**config.mk**
```make
export PLATFORM = sky130hd
export DESIGN_NAME = shift_unload
export DESIGN_NICKNAME = d
export VERILOG_FILES = /design/src/rtl/bwn_pkg.sv /design/src/rtl/shift_unload_cnt.sv /design/src/rtl/shift_unload.sv
export SDC_FILE = /design/constraint.sdc
export NUM_CORES = 1
export LEC_CHECK = 0
export CORE_MARGIN = 8
export CORE_UTILIZATION = 52
export CTS_BUF_LIST = sky130_fd_sc_hd__clkbuf_8
export CTS_CLUSTER_DIAMETER = 40
export CTS_CLUSTER_SIZE = 40
export DETAILED_ROUTE_END_ITERATION = 16
export GPL_ROUTABILITY_DRIVEN = 0
export GPL_TIMING_DRIVEN = 0
export PLACE_DENSITY_LB_ADDON = 0.12
export SETUP_SLACK_MARGIN = 0.4
export SYNTH_ARGS = -nofsm -noshare
export SYNTH_HDL_FRONTEND = slang
export SYNTH_SLANG_ARGS = --single-unit
export TNS_END_PERCENT = 50
```
**constraint.sdc**
```tcl
create_clock -name iCLK -period 2.3 [get_ports iCLK]
set_input_delay 0.46 -clock iCLK [delete_from_list [all_inputs] [get_ports iCLK]]
set_output_delay 0.46 -clock iCLK [all_outputs]
set_load 0.005 [all_outputs]
```
**src/rtl/bwn_pkg.sv**
```systemverilog
// Shared types and sizing helpers for the BWN serial datapath.
package bwn_pkg;

  typedef enum logic {IDLE = 1'b0, SHIFT = 1'b1} shift_unload_state_t;

  // Beats needed to move a bl-bit word ol bits at a time (rounded up).
  function automatic int f_nbeat(input int bl, input int ol);
    return (bl + ol - 1) / ol;
  endfunction

  // Width of a counter that counts 0..n-1, never below one bit.
  function automatic int f_cntw(input int n);
    return (n <= 1) ? 1 : $clog2(n);
  endfunction

endpackage

```
**src/rtl/shift_unload_cnt.sv**
```systemverilog
// Beat counter: clear has priority over increment; oTC flags the final count N-1.
module shift_unload_cnt #(
  parameter int N = 2,
  parameter int W = 1
) (
  input  logic         iCLK,
  input  logic         iRST_N,
  input  logic         iCLR,
  input  logic         iEN,
  output logic [W-1:0] oCNT,
  output logic         oTC
);

  // Count register: clear wins, otherwise step on enable.
  always_ff @(posedge iCLK or negedge iRST_N) begin
    if (!iRST_N)   oCNT <= '0;
    else if (iCLR) oCNT <= '0;
    else if (iEN)  oCNT <= oCNT + 1'b1;
  end

  assign oTC = (oCNT == W'(N - 1));

endmodule

```
**src/rtl/shift_unload.sv**
```systemverilog
// Parallel-in / serial-out unloader: emits a BL-bit word OL bits per beat, LSB chunk first.
// Optional feature: define SHIFT_UNLOAD_DONE_EN to add the oDONE end-of-word pulse.
module shift_unload
  import bwn_pkg::*;
#(
  parameter int OL = 1,
  parameter int BL = 154
) (
  input  logic          iCLK,
  input  logic          iRST_N,
  input  logic          iLOAD,
  input  logic [BL-1:0] iDATA,
  input  logic          iEN,
  input  logic          iABORT,
  output logic          oREADY,
  output logic          oVALID,
  output logic [OL-1:0] oDATA,
  output logic          oLAST,
`ifdef SHIFT_UNLOAD_DONE_EN
  output logic          oDONE,
`endif
  output logic          oBUSY
);

  localparam int NBEAT = f_nbeat(BL, OL);
  localparam int CW    = f_cntw(NBEAT);
  // Register is a whole number of chunks so the final beat pads with zeros.
  localparam int SW    = NBEAT * OL;

  shift_unload_state_t state, stateNxt;
  logic [SW-1:0] sreg;
  logic [CW-1:0] cnt;
  logic          cntTc, xfer, accept, lastXfer;

  assign oBUSY    = (state == SHIFT);
  assign oVALID   = oBUSY;
  assign oLAST    = oBUSY && (cnt == CW'(NBEAT - 1));
  assign oDATA    = oBUSY ? sreg[OL-1:0] : '0;
  assign oREADY   = !iABORT && (!oBUSY || (oLAST && iEN));
  assign accept   = iLOAD && oREADY;
  assign xfer     = oVALID && iEN && !iABORT;
  assign lastXfer = xfer && cntTc;

  shift_unload_cnt #(.N(NBEAT), .W(CW)) u_cnt (
    .iCLK   (iCLK),
    .iRST_N (iRST_N),
    .iCLR   (iABORT || accept || lastXfer),
    .iEN    (xfer && !cntTc),
    .oCNT   (cnt),
    .oTC    (cntTc)
  );

  // State register.
  always_ff @(posedge iCLK or negedge iRST_N) begin
    if (!iRST_N) state <= IDLE;
    else         state <= stateNxt;
  end

  // Next state: abort first, then load (covers back-to-back), then end of word.
  always_comb begin
    stateNxt = state;
    if (iABORT)        stateNxt = IDLE;
    else if (accept)   stateNxt = SHIFT;
    else if (lastXfer) stateNxt = IDLE;
  end

  // Shift register: load, shift zeros in from the top, or clear when the word ends.
  always_ff @(posedge iCLK or negedge iRST_N) begin
    if (!iRST_N)                sreg <= '0;
    else if (iABORT)            sreg <= '0;
    else if (accept)            sreg <= SW'(iDATA);
    else if (lastXfer)          sreg <= '0;
    else if (xfer)              sreg <= sreg >> OL;
  end

`ifdef SHIFT_UNLOAD_DONE_EN
  // One-cycle pulse after each last-beat transfer; an abort cancels it.
  always_ff @(posedge iCLK or negedge iRST_N) begin
    if (!iRST_N) oDONE <= 1'b0;
    else         oDONE <= lastXfer;
  end
`endif

endmodule

```
==> results.txt <==
The flow ran to the end, but the final reports show violations. The final reports fail on setup timing. The origin of the critical flop-to-flop path was u_cnt.oCNT[1]$_DFFE_PN0P_. Max-slew violation count: 0.

Across the whole layout, storage elements account for 4080 um2. Most frequent standard cell in the layout excluding fill and tap cells: sky130_fd_sc_hd__dfrtp_1. The run gives 0 as the remaining global-route overflow.

Setup violations remaining at the end of the flow were counted as 106. The path depth of the worst reg2reg path is 15. The number of global-route vias before repair was 6,432.

For the die footprint, the log shows 18,000 um2. After layout, the minimum clock period comes to 2.53 ns. A synthesized cell averages 12.3 um2. TritonCTS built the clock tree. Final non-filler cell total: 1,012.

The DRC marker count from the first detailed-route iteration is 458. sky130_fd_sc_hd__dfrtp_1 takes more of the synthesized area than any other cell. Setup repair after global routing could not meet its margin everywhere. The worst hold path belongs to the class in -> async. Headroom to the max-slew limit came out at 57.1%.

The maximum number of pins on one net before global-route repair is 95. The post-synthesis register bit count was 163. The run gives 56.1% as the portion of the post-synthesis area used by sequential elements. Routed wirelength normalized by instance count: 19.9 um.

Before antenna repair, the detailed router went through 5 iterations. The number of vias after detailed routing was 6,202; the die boundary width was 134 um. Cells with a size suffix above 1 make up 15.4% of the layout. The netlist uses 32 different library cells. The H-tree generated during clock tree synthesis spans 4 levels. Power spread over the standard cell area amounts to 564 nW/um2. The number of sinks on the clock net was 163. Global routing consumed, over all layers together, 22.1% of the routing resources. For the maximum buffer depth of the clock tree, the log shows 2.

The data arrival time at the worst-slack endpoint is 2.85 ns. Summed over all layers, the routed wires come to 20.1 mm. Setup slack on the worst reg-to-reg path comes out at -0.23 ns. IR analysis of the VDD net gives a maximum drop of 325 uV. Dividing the detail-routed via count by the number of cells gives 6.13. The placeable core region is 13,800 um2. The max-cap violation count came out at 0.

The first global-routing pass estimated 32.3 mm of wire. For the HPWL reported at the end of detailed placement, the log shows 13.0 mm. For the number of warnings issued by yosys, the log shows 0. The area used by multi-input combinational logic was 2890 um2. STA classifies the critical path endpoint as a flop. The initial antenna violation count came out at 0.

The top cell types in the final layout, fill and taps aside, are sky130_fd_sc_hd__dfrtp_1 (162), sky130_fd_sc_hd__clkdlybuf4s50_1 (158), sky130_fd_sc_hd__and3_1 (154). Counting tap cells, the placed design contains a total of 937 instances. The count of buffers from port buffering is 163.

The number of nets with antenna violations after routing came out at 0. The logs give 0 for the final count of hold timing violations and 754 for the net count after synthesis. Synthesis produced a netlist whose cell count is 593. For this run, the share of the core covered by cells in the final layout is 75.1%.

The clock reaches the later pin of the worst-skew pair after 0.44 ns. Between clock sinks in the finished design, the worst skew comes to 0.0107 ns. Derived from the worst setup path, the maximum achievable clock frequency is 396 MHz. After synthesis the cells add up to 7270 um2. The post-detailed-route DRC marker count is 0, and the instance area at placement is 9150 um2. The worst register-to-register path ends at sreg[96]$_DFFE_PN0P_.

Clock-pin slew reported for the worst setup and hold paths after clock tree synthesis: 0.08 ns. The top fanout value on the critical path came out at 5. The number of hold buffers added after CTS was 0; the actual transition at the worst max-transition pin was 0.644 ns. In the final design database the tool counted 981 nets.

Counting the buffers created by CTS gives 17. The placement row count was 43; the layout-stage area growth over the synthesis result was 42.3%. Summed over its instances, the top area cell type makes up 56.1% of the synthesized netlist area. Once the floorplan was initialized, standard cells occupied 52.8% of the core. The repair_antennas step left the layout with diodes totalling 0. The worst setup path is of the reg -> reg kind. The worst endpoint required time was 2.62 ns; the vertical die dimension was 134 um. The logs give 5.11 nW for the static leakage and 164 for the I/O pin count.

The tree is rooted in a sky130_fd_sc_hd__clkbuf_8. For the minimum setup slack after placement, the log shows -0.724 ns. Ranked by total cell area, the synthesized netlist is headed by sky130_fd_sc_hd__dfrtp_1 (56%), sky130_fd_sc_hd__a221o_1 (21%), sky130_fd_sc_hd__and3_1 (13%). The run gives 10,300 um2 as the post-layout instance area. For the count of filler cells inserted in the layout, the log shows 933. The final critical path takes up 110% of the cycle. The run gives -0.226 ns as the worst setup slack after layout. STA classifies the critical path startpoint as a flop.
[how the worst max path moves through the flow]
stage                                    startpoint                    end  slack, ns  cells after the start
final                     u_cnt.oCNT[1]$_DFFE_PN0P_   sreg[96]$_DFFE_PN0P_      -0.23                     15
after detailed placement                      iLOAD  sreg[103]$_DFFE_PN0P_      -0.72                      7
after CTS                 u_cnt.oCNT[1]$_DFFE_PN0P_                 oREADY      -0.25                      8
after global routing      u_cnt.oCNT[1]$_DFFE_PN0P_   sreg[96]$_DFFE_PN0P_      -0.32                     15
after global placement                       iRST_N   sreg[51]$_DFFE_PN0P_      -5.36                      1
after floorplan           u_cnt.oCNT[1]$_DFFE_PN0P_                 oREADY       0.37                      6
[through the flow]
step / power (mW) / TNS, ns / hold slack [ns]
after floorplan: 3.54 / 0 / 0.164
after global placement: 3.97 / -948.86 / 0.490
after detailed placement: 4.00 / -80.34 / 0.494
after CTS: 5.84 / -13.12 / 0.00835
after global routing: 6.08 / -23.60 / 0.0455
final: 5.84 / -12.55 / 0.00489
[synthesized netlist by cell type]
cell type and number:
sky130_fd_sc_hd__a21o_1 1, sky130_fd_sc_hd__a21oi_1 7, sky130_fd_sc_hd__a221o_1 153, sky130_fd_sc_hd__a32o_1 1
sky130_fd_sc_hd__and2_1 3, sky130_fd_sc_hd__and3_1 154, sky130_fd_sc_hd__buf_2 18, sky130_fd_sc_hd__buf_4 2
sky130_fd_sc_hd__buf_6 7, sky130_fd_sc_hd__clkbuf_1 42, sky130_fd_sc_hd__dfrtp_1 163, sky130_fd_sc_hd__ha_1 2
sky130_fd_sc_hd__inv_1 3, sky130_fd_sc_hd__mux2i_1 1, sky130_fd_sc_hd__nand2_1 4, sky130_fd_sc_hd__nand2b_1 1
sky130_fd_sc_hd__nand3_1 4, sky130_fd_sc_hd__nand4_1 1, sky130_fd_sc_hd__nand4b_1 1, sky130_fd_sc_hd__nor2_1 5
sky130_fd_sc_hd__nor2b_1 2, sky130_fd_sc_hd__nor3_1 4, sky130_fd_sc_hd__nor3_2 1, sky130_fd_sc_hd__nor3_4 1
sky130_fd_sc_hd__o31a_1 1, sky130_fd_sc_hd__o31ai_1 3, sky130_fd_sc_hd__o41ai_2 1, sky130_fd_sc_hd__or2_0 1
sky130_fd_sc_hd__or3_1 2, sky130_fd_sc_hd__or4_1 2, sky130_fd_sc_hd__xnor2_1 1, sky130_fd_sc_hd__xor2_1 1
[sequential cells by signal (all words and copies together), names as in the netlist]
| register | count |
|---|---|
| oBUSY | 1 |
| sreg | 154 |
| u_cnt.oCNT | 8 |
[metal layers]
metal | track usage, % | part of all wire (%)
met3 | 5.42 | 6.4
met4 | 7.99 | 1.9
met2 | 34.3 | 48
met1 | 29.6 | 44
met5 | 0 | 0
[final cells by class]
cell class | instances | area share (%)
sequential | 163 | 39.5
multi-input combinational | 358 | 27.9
timing repair buffer | 208 | 22.2
buffer | 69 | 4.90
clock buffer | 19 | 2.53
tap | 180 | 2.18
clock inverter | 12 | 0.677
inverter | 3 | 0.109
[kinds of logic (layout without fill, tap and decap cells)]
kind of cell | Yosys count | after routing | synth area share [%]
mux | 1 | 1 | 0.138
fa+ha+maj | 2 | 2 | 0.344
simple gates | 186 | 186 | 15.8
buf+inv | 72 | 311 | 4.86
compound gates | 167 | 167 | 22.5
xor+xnor | 2 | 2 | 0.241
flops | 163 | 163 | 56.1
[report_power, final]
part           total [mW]  internal [mW]  switching [mW]
Combinational       0.909          0.533           0.376
Sequential           3.15           3.03           0.111
Clock                1.78          0.780            1.00
Total                5.84           4.35            1.49
[worst max-delay path, cell delays in order, from the launching register on]
cell and delay (ns):
sky130_fd_sc_hd__dfrtp_1 0.39, sky130_fd_sc_hd__inv_1 0.06, sky130_fd_sc_hd__ha_2 0.15, sky130_fd_sc_hd__nand4b_1 0.13, sky130_fd_sc_hd__buf_6 0.16, sky130_fd_sc_hd__buf_6 0.11, sky130_fd_sc_hd__buf_6 0.11, sky130_fd_sc_hd__nor3_4 0.14
sky130_fd_sc_hd__buf_6 0.14, sky130_fd_sc_hd__nor3_4 0.05, sky130_fd_sc_hd__buf_12 0.14, sky130_fd_sc_hd__buf_8 0.12, sky130_fd_sc_hd__buf_12 0.13, sky130_fd_sc_hd__buf_12 0.12, sky130_fd_sc_hd__buf_16 0.12, sky130_fd_sc_hd__a221o_1 0.34
[repair_timing]
item | in CTS | in global routing
pin swaps | 109 | 53
cloned | 12 | 3
gates resized for setup | 81 | 18
setup buffers | 19 | 10
endpoints found under the setup margin | 161 | 164
Power figures use the tool's default switching activity.
